File: src/rtl/dpram_reader.sv
// -----------------------------------------------------------------------------
// dpram_reader
//
// Read side of a dual-port RAM ring buffer. The writer publishes a commit
// pointer (wptr_i, MSB = wrap bit). This block prefetches committed words
// from the RAM, keeps them in a two-entry output FIFO and presents them on a
// valid/ready stream. The consumed pointer (rptr_o) only advances on stream
// handshakes, so words that were prefetched but not yet consumed stay
// protected from being overwritten by the writer.
//
// Parameters
//   VECTOR_LENGTH : buffer depth in words (power of two)
//   WORD_WIDTH    : bits per word
//   ADDR_WIDTH    : RAM address width, $clog2(VECTOR_LENGTH)
//
// Ports
//   clk_i        : single clock, also the RAM read clock
//   rst_ni       : asynchronous active-low reset
//   flush_i      : (only with DPRAM_READER_FLUSH_EN) drop everything and
//                  jump both pointers to wptr_i
//   wptr_i       : writer commit pointer, ADDR_WIDTH+1 bits
//   rptr_o       : consumed pointer returned to the writer
//   ram_rclke_o  : RAM read clock enable (same as ram_re_o)
//   ram_re_o     : RAM read enable
//   ram_raddr_o  : RAM read address
//   ram_rdata_i  : RAM read data, valid the cycle after the read strobe
//   data_o       : stream data (FIFO head)
//   valid_o      : stream valid (FIFO non-empty)
//   ready_i      : stream ready
//   empty_o      : high when rptr_o equals wptr_i
//
// Configuration macro: DPRAM_READER_FLUSH_EN adds the flush_i input.
// -----------------------------------------------------------------------------
module dpram_reader #(
  parameter int VECTOR_LENGTH = 512,
  parameter int WORD_WIDTH    = 8,
  parameter int ADDR_WIDTH    = $clog2(VECTOR_LENGTH)
) (
  input  logic                  clk_i,
  input  logic                  rst_ni,
`ifdef DPRAM_READER_FLUSH_EN
  input  logic                  flush_i,
`endif
  input  logic [ADDR_WIDTH:0]   wptr_i,
  output logic [ADDR_WIDTH:0]   rptr_o,
  output logic                  ram_rclke_o,
  output logic                  ram_re_o,
  output logic [ADDR_WIDTH-1:0] ram_raddr_o,
  input  logic [WORD_WIDTH-1:0] ram_rdata_i,
  output logic [WORD_WIDTH-1:0] data_o,
  output logic                  valid_o,
  input  logic                  ready_i,
  output logic                  empty_o
);

  logic [ADDR_WIDTH:0]   issue_ptr;
  logic [ADDR_WIDTH:0]   rptr_q;
  logic                  in_flight;
  logic [WORD_WIDTH-1:0] fifo_mem [2];
  logic                  wr_idx;
  logic                  rd_idx;
  logic [1:0]            fifo_count;

  logic                  flush;
  logic                  pop;
  logic                  push;
  logic                  issue;
  logic [2:0]            occupancy;

  // Without the flush option the flush term is tied off and folds away.
`ifdef DPRAM_READER_FLUSH_EN
  assign flush = flush_i;
`else
  assign flush = 1'b0;
`endif

  // Issue decision. Occupancy counts buffered words plus the word on its way
  // back from the RAM, minus the word leaving this cycle; a new read is only
  // allowed when that total leaves room in the two-entry FIFO. The read
  // strobe is combinational, so it is qualified with rst_ni to keep it low
  // while reset is held even if wptr_i is non-zero.
  always_comb begin
    pop       = 1'b0;
    push      = 1'b0;
    occupancy = 3'd0;
    issue     = 1'b0;
    pop       = (fifo_count != 2'd0) && ready_i && !flush;
    push      = in_flight && !flush;
    occupancy = {1'b0, fifo_count} + {2'b00, in_flight} - {2'b00, pop};
    issue     = rst_ni && !flush && (issue_ptr != wptr_i) && (occupancy < 3'd2);
  end

  // Pointer and in-flight tracking. The issue pointer runs ahead of the
  // consumed pointer by at most two words; flush realigns both to the
  // writer's pointer and cancels the pending RAM capture.
  always_ff @(posedge clk_i or negedge rst_ni) begin
    if (!rst_ni) begin
      issue_ptr <= '0;
      rptr_q    <= '0;
      in_flight <= 1'b0;
    end else if (flush) begin
      issue_ptr <= wptr_i;
      rptr_q    <= wptr_i;
      in_flight <= 1'b0;
    end else begin
      in_flight <= issue;
      if (issue) begin
        issue_ptr <= issue_ptr + 1'b1;
      end
      if (pop) begin
        rptr_q <= rptr_q + 1'b1;
      end
    end
  end

  // Two-entry output FIFO. A push and a pop in the same cycle leave the count
  // unchanged; separate write/read indices keep the word order intact.
  always_ff @(posedge clk_i or negedge rst_ni) begin
    if (!rst_ni) begin
      fifo_mem[0] <= '0;
      fifo_mem[1] <= '0;
      wr_idx      <= 1'b0;
      rd_idx      <= 1'b0;
      fifo_count  <= 2'd0;
    end else if (flush) begin
      wr_idx      <= 1'b0;
      rd_idx      <= 1'b0;
      fifo_count  <= 2'd0;
    end else begin
      if (push) begin
        fifo_mem[wr_idx] <= ram_rdata_i;
        wr_idx           <= ~wr_idx;
      end
      if (pop) begin
        rd_idx <= ~rd_idx;
      end
      case ({push, pop})
        2'b10:   fifo_count <= fifo_count + 2'd1;
        2'b01:   fifo_count <= fifo_count - 2'd1;
        default: fifo_count <= fifo_count;
      endcase
    end
  end

  // Output assignments. data_o is zeroed whenever the FIFO is empty so no
  // stale word is ever visible on the stream.
  assign valid_o     = (fifo_count != 2'd0);
  assign data_o      = valid_o ? fifo_mem[rd_idx] : '0;
  assign rptr_o      = rptr_q;
  assign empty_o     = (rptr_q == wptr_i);
  assign ram_re_o    = issue;
  assign ram_rclke_o = issue;
  assign ram_raddr_o = issue_ptr[ADDR_WIDTH-1:0];

endmodule

File: config.mk
export PLATFORM = sky130hd
export DESIGN_NAME = dpram_reader
export DESIGN_NICKNAME = d
export VERILOG_FILES = /design/src/rtl/dpram_reader.sv
export SDC_FILE = /design/constraint.sdc
export NUM_CORES = 1
export LEC_CHECK = 0
export ABC_AREA = 1
export BUFFER_PORTS_ARGS = -buffer_cell sky130_fd_sc_hd__buf_2
export CAP_MARGIN = 40
export CORE_ASPECT_RATIO = 1.5
export CORE_UTILIZATION = 28
export DETAILED_ROUTE_END_ITERATION = 7
export SLEW_MARGIN = 20
export SYNTH_ARGS = -nofsm -noshare
export SYNTH_HDL_FRONTEND = slang
export SYNTH_SLANG_ARGS = --single-unit
File: constraint.sdc
create_clock -name clk_i -period 4.6 [get_ports clk_i]
set_clock_uncertainty 0.05 [all_clocks]
set_input_delay 0.92 -clock clk_i [delete_from_list [all_inputs] [get_ports clk_i]]
set_output_delay 0.92 -clock clk_i [all_outputs]
set_load 0.03 [all_outputs]
* Word level (Yosys, flattened, before mapping)
Index checks and enable logic that the tools add are counted.
** Operators by class
- Add/subtract/negate cells :: 6
- Order comparisons :: 4
- Equal/unequal tests :: 4
- Mux-type cells :: 8
- Bitwise operators :: 4
- Reductions and logical operators :: 6
** Operators with widths (number)
- $mux 8 :: 5
- $add 10x1->10 const B :: 2
- $bwmux 16 :: 1
- $eq 10x10->1 :: 1
- $ne 10x10->1 :: 1
- $demux 8 s1 :: 1
- $ge 2x2->1 const B :: 2
- $logic_and 1x1->1 :: 4
- $not 1->2 :: 2
- $pmux 2 s2 :: 1
- $reduce_bool 2->1 :: 2
- $add 2x1->3 :: 1
- $lt 3x2->1 const B :: 1
- $sub 3x1->3 :: 1
- $add 2x1->2 const B :: 1
- $eq 2x1->1 const B :: 1
- $eq 2x2->1 const B :: 1
- $lt 2x1->1 const B :: 1
- $not 1->1 :: 2
- $sub 2x1->2 const B :: 1
** Storage, ports and cells
- Bits in registers :: 41
- Bits of input ports :: 21
- Output and inout bits :: 31
- Word-level logic and storage cells :: 40

* Logic depth before layout (Yosys ltp)
Gate-level depths: netlist of run 1.
- Depth after elaboration :: 6
- Mapped depth :: 13

* Worst setup path after synthesis of run 1
OpenSTA, ideal clock, no wires.
- Path kind :: input -> output
- From :: input ready_i
- To :: output ram_re_o
- Arrival time :: 2646 ps
- Data required time :: 3630 ps
- Slack :: 984 ps
- Stages :: 10
- Path through :: nand2_4 -> nor2_1 -> o21ai_0 -> fa_1 -> nand2_1 -> nor2_1 -> nand3_2 -> buf_6 -> inv_1 -> buf_4
** On the way
- Longest elaborated chain between the ends :: 4
** Ends and longest elaborated chain
- from (decl) :: line 52 : input logic ready_i,
- $logic_and 1x1->1 :: line 87 : pop = (fifo_count != 2'd0) && ready_i && !flush;
- $sub 3x1->3 :: line 89 : occupancy = {1'b0, fifo_count} + {2'b00, in_flight} - {2'b00, pop};
- $lt 3x2->1 :: line 90 : issue = rst_ni && !flush && (issue_ptr != wptr_i) && (occupancy < 3'd2);
- $logic_and 1x1->1 :: line 90
- to (decl) :: line 47 : output logic ram_re_o,
Every way passes these cells.

* Final worst setup path of run 1
- From :: input ready_i
- To :: output ram_rclke_o
** On the way
- Longest elaborated chain between the ends :: 4
** Ends and longest elaborated chain
- $logic_and 1x1->1 :: line 87
- $sub 3x1->3 :: line 89
- $lt 3x2->1 :: line 90
- $logic_and 1x1->1 :: line 90
- to (decl) :: line 46 : output logic ram_rclke_o,
Every way passes these cells.

==> flow_summary.toml, run 1 <==
[grt]
grt_pass1_vias = 2036
grt_max_degree = 52
grt-ovfl-total = 0
grt_usage = 0.136
grt_pass1_wl_mm = 9.63
antenna_found_initial = 0

[place]
hpwlAfterDp_mm = 4.26
gp_congestion = 0.839
port_buffers = 51

[routing]
drt_wl_total_mm = 5.59
route.vias.total = 2055
ant_nets = 0
drc = 0
drtIter0Drc = 70
vias_per_cell = 4.46
drt_pass1_iterations = 5
wl_per_cell_um = 12.1

[cells_and_area]
fin_nets = 378
final_common_cell = "nand2_1"
n_antenna_cell = 0
area_growth_pct = 17.0
layout_common_cells = "nand2_1, buf_2, dfrtp_1, inv_1, o21ai_0"
drive_gt1_frac = 0.198

[clocking]
root_buffer = "clkbuf_16"
cts_made_buffers = 5
clock_path_buffers = 2
clkTransAtPathRegs_ns = 0.05
cts_tree = "yes"
cts_max_level = 2
post_cts_resized = 0
cts_hold_buf = 0
postCtsSetupRepairBufs = 0
clkLatencyLatePin_ns = 0.28
cts.sinks = 41

[setup_path]
critPathMaxStageDelay_ns = 0.51
cp-start-kind = "input port"
worst_ep_required_time_ns = 3.63
rr_worst_depth = 12
end_kind = "primary output"
critPathKind = "input port to primary output"
critical_path_arrival_ns = 2.93
path_max_fanout = 11
cp_slowest_cell = "fa_1"
path_cells = "buf_2 > nand2_4 > nor2_1 > o21ai_0 > fa_1 > nand2_1 > nor2_1 > buf_4 > nand3_2 > inv_1 > buf_2"

[yosys]
syn_area_per_cell_sq_um = 7.78
synth_edf_count = 0
ys_seq_area_frac = 0.423
synth_nets = 336
synthArstFlopShare = 1.00
ys_warn_count = 0
synth_cells = 312
synth_seq_cells = 41
synth_ff_type = "dfrtp_1"
synth_area_sq_mm = 0.00243
synth_cell_types = 28

[power_and_ir_drop]
p_sw_mw = 0.900
total_power_mw = 1.91
powerDensity_mw_per_mm2 = 672
p_int_mw = 1.01
peakVddDrop_mv = 0.231
p_leak_nw = 1.51
power_frac_comb = 0.473
clkPwrFrac = 0.178
swShare = 0.472
p_seq_frac = 0.349

[timing]
worst_pin_slew_ns = 0.605
relSlewSlack = 0.596
holdWs_ns = 0.437
fmax_ghz = 0.256
drv_slew = 0
min_period_ns = 3.90
period_share = 0.849
hold_violations = 0
setup-tns-final_ns = 0
setup_viol = 0
rsz0062_at_grt = "false"

[die]
ios = 52
core_area_sq_mm = 0.00841
die_h_um = 116
dieArea_sq_mm = 0.00905
die_x_um = 78
rows = 41
start_util = 0.288

[min_path]
min_delay_path_depth = 2
hold_path_class = "flop to flop"

[status]
status = "complete, no violations"

[run]
cap_violations = 0
-- kinds of logic after synthesis --
family	after synthesis	share of synthesized area
xor+xnor	26	0.0939
flops	41	0.423
compound gates	33	0.0696
buf+inv	56	0.114
simple gates	153	0.281
fa+ha+maj	3	0.0186
-- state kept, by name, summed over array words and instances, names as in the netlist --
name / count
fifo_mem: 16
issue_ptr: 10
rptr_o: 10
fifo_count: 2
in_flight: 1
rd_idx: 1
wr_idx: 1
-- critical path: cells and delay by family --
family / cells / cell delay [ns]
buf+inv: 4 / 0.68
simple gates: 5 / 0.65
compound gates: 1 / 0.16
fa+ha+maj: 1 / 0.51
-- stage by stage --
stage                     instance area (sq um)   util  std cells  setup WS (ns)
final                                      2840  0.337        461          0.696
after CTS                                  2840  0.337        461          0.667
after global placement                     2700  0.320        454          0.753
after global routing                       2840  0.337        461          0.492
after floorplan                            2430      -        312          0.984
after detailed placement                   2700  0.320        454          0.690
-- layout make-up --
cell class / count / area, sq um
multi-input combinational: 215 / 1120
timing repair buffer: 53 / 270
clock buffer: 7 / 143
sequential: 41 / 1030
fill: 899 / 5570
inverter: 38 / 143
tap: 107 / 134
-- Yosys cell counts (4+ instances only) --
cell type / number / area, sq um
a21oi_1: 10 / 50.1
buf_4: 11 / 82.6
dfrtp_1: 41 / 1030
inv_1: 36 / 135
nand2_1: 104 / 390
nand3_1: 4 / 20.0
nand4_1: 14 / 87.6
nor2_1: 16 / 60.1
nor3_1: 4 / 20.0
o21ai_0: 22 / 110
xnor2_1: 11 / 96.3
xor2_1: 15 / 131
-- worst paths after layout --
path                                     from      endpoint  slack, ns
max in group asynchronous              rst_ni  issue_ptr[7]       3.34
worst min register to register    fifo_mem[7]   fifo_mem[7]       0.44
worst max register to register  fifo_count[1]  issue_ptr[9]       2.18
worst min-delay path              fifo_mem[7]   fifo_mem[7]       0.44
worst max-delay path                  ready_i   ram_rclke_o       0.70
min in group asynchronous              rst_ni     rptr_o[2]       0.75
-- per-layer routing --
metal | GRT usage | vias to the layer above | share of wire
met1 | 0.158 | 944 | 0.45
li1 | - | 1047 | -
met2 | 0.247 | 56 | 0.49
met5 | 0 | - | 0
met4 | 0.0481 | 0 | 0.016
met3 | 0.0276 | 8 | 0.046
-- power groups by stage --
stage	combinational [mW]	sequential, mW	clock (mW)
after global routing	1.01	0.692	0.364
after CTS	0.914	0.668	0.351
after detailed placement	0.912	0.673	0
after global placement	0.887	0.669	0
after floorplan	0.653	0.706	0
final	0.901	0.666	0.340
No activity file was read; power rests on OpenSTA's default activity.
==> run 2: changes to the inputs <==
ABC_AREA = 0   (was 1)
clock period = 3.33 ns   (was 4.6 ns; I/O delays follow)
==> flow_summary.toml, run 2 <==
[yosys]
synth_cells = 193
synth_nets = 217
yosys.area.top_type = "dfrtp_1"
synth.top_cell.area_share = 0.475
syn_area_per_cell_sq_um = 11.2
ys_seq_area_frac = 0.475
yosysMostFrequentCell = "dfrtp_1"
synth_seq_cells = 41
ys_warn_count = 0
synth_area_leaders = "dfrtp_1, xnor2_1, mux2_2"
synth_cell_types = 29
synth_area_sq_mm = 0.00216
synth_edf_count = 0
synth_ff_type = "dfrtp_1"
synthArstFlopShare = 1.00
synthTopCellsByCount = "dfrtp_1, xnor2_1, mux2_2"

[setup_path]
end_kind = "primary output"
path_max_fanout = 4
rr_worst_depth = 11
critical_path_arrival_ns = 2.43
r2r_start = "fifo_count[1]"
reg2reg_slack_ns = 0.84
cp-start-kind = "input port"
critPathKind = "input port to primary output"
reg2reg_to = "issue_ptr[1]"
worst_ep_required_time_ns = 2.61

[clocking]
postCtsSetupRepairBufs = 0
post_cts_resized = 0
cts_made_buffers = 5
clock_path_buffers = 2
clkTransAtPathRegs_ns = 0.07
cts_max_level = 2
cts.sinks = 41
cts_hold_buf = 0
clkLatencyLatePin_ns = 0.29
root_buffer = "clkbuf_8"
cts_tree = "yes"

[power_and_ir_drop]
peakVddDrop_mv = 0.470
powerDensity_mw_per_mm2 = 948
p_leak_nw = 1.21
total_power_mw = 2.42

[place]
gp_congestion = 0.722
hpwlAfterDp_mm = 3.39
place_area_sq_mm = 0.00247
port_buffers = 51

[timing]
holdWs_ns = 0.259
drv_slew = 0
period_share = 0.944
rsz0062_at_grt = "false"
relSlewSlack = 0.514
hold_violations = 0
fmax_ghz = 0.318
setup-tns-final_ns = 0
min_period_ns = 3.15
worst_pin_slew_ns = 0.727
setup_viol = 0

[grt]
grt_max_degree = 29
grt_pass1_wl_mm = 7.30
grt_pass1_vias = 1508
antenna_found_initial = 0
grt-ovfl-total = 0
grt_usage = 0.120

[cells_and_area]
layout_common_cells = "buf_2, dfrtp_1, xnor2_1, mux2_2, xor2_1"
final_common_cell = "buf_2"
n_antenna_cell = 0
top_register = "fifo_mem"
largest_reg_flops = 16
final_area_sq_mm = 0.00255
area_growth_pct = 18.1
drive_gt1_frac = 0.339
fin_nets = 264
nFillCells = 755

[die]
rows = 38
dieArea_sq_mm = 0.00808
die_h_um = 110
die_x_um = 73.7
start_util = 0.293
core_area_sq_mm = 0.00737
ios = 52

[routing]
drt_wl_total_mm = 4.45
drt_pass1_iterations = 4
route.vias.total = 1526
drc = 0
drtIter0Drc = 50
ant_nets = 0
vias_per_cell = 4.50
wl_per_cell_um = 13.1

[min_path]
hold_path_class = "input port to asynchronous set/reset pin"

[status]
status = "complete, no violations"

[run]
cap_violations = 0
[run 2: area by class of cell]
cell class,instances,area (sq um),share of cell area
timing repair buffer,55,285,0.112
clock buffer,5,68.8,0.0270
clock inverter,1,5.00,0.00196
inverter,3,11.3,0.00442
multi-input combinational,134,1030,0.403
sequential,41,1030,0.403
tap,100,125,0.0491
[run 2: where the power goes]
part           internal [mW]  switching (mW)  total [mW]
Combinational          0.488           0.690        1.18
Clock                  0.138           0.161       0.299
Sequential             0.700           0.241       0.940
Total                   1.33            1.09        2.42
[run 2: how the worst max path moves through the flow]
stage / from / to / cells past startpoint
after global placement: ready_i / ram_rclke_o / 11
after floorplan: ready_i / ram_re_o / 10
final: ready_i / ram_re_o / 11
after CTS: fifo_count[1] / ram_re_o / 10
after global routing: ready_i / ram_re_o / 11
after detailed placement: ready_i / ram_rclke_o / 11
[run 2: per-stage QoR]
step           setup WS (ns)  cells   util
2_1_floorplan          0.152    193      -
3_3_place_gp           0.210    332  0.335
3_5_place_dp           0.166    332  0.335
4_1_cts               0.0910    338  0.345
5_1_grt               0.0116    339  0.346
6_report               0.185    339  0.346
[run 2: kinds of logic after synthesis]
group | after synthesis | synth area share
AOI/OAI and AO/OA | 4 | 0.00927
muxes | 25 | 0.127
and+or+nand+nor | 60 | 0.148
adders and majority gates | 3 | 0.0209
buffers and inverters | 18 | 0.0492
DFF | 41 | 0.475
xor gates and xnor gates | 42 | 0.170
[run 2: routing by layer]
layer  track usage  part of all wire
met5             0                 0
met4        0.0412             0.013
met3        0.0376             0.063
met2         0.201              0.48
met1         0.146              0.45
[run 2: worst max-delay path: stages]
cell      delay [ns]
buf_2           0.11
nand2_1         0.05
nor2_1          0.16
a21oi_1         0.09
nand2b_1        0.17
fa_1            0.39
xnor2_1         0.15
and2_1          0.20
nand2_1         0.08
nor2_2          0.15
buf_2           0.22
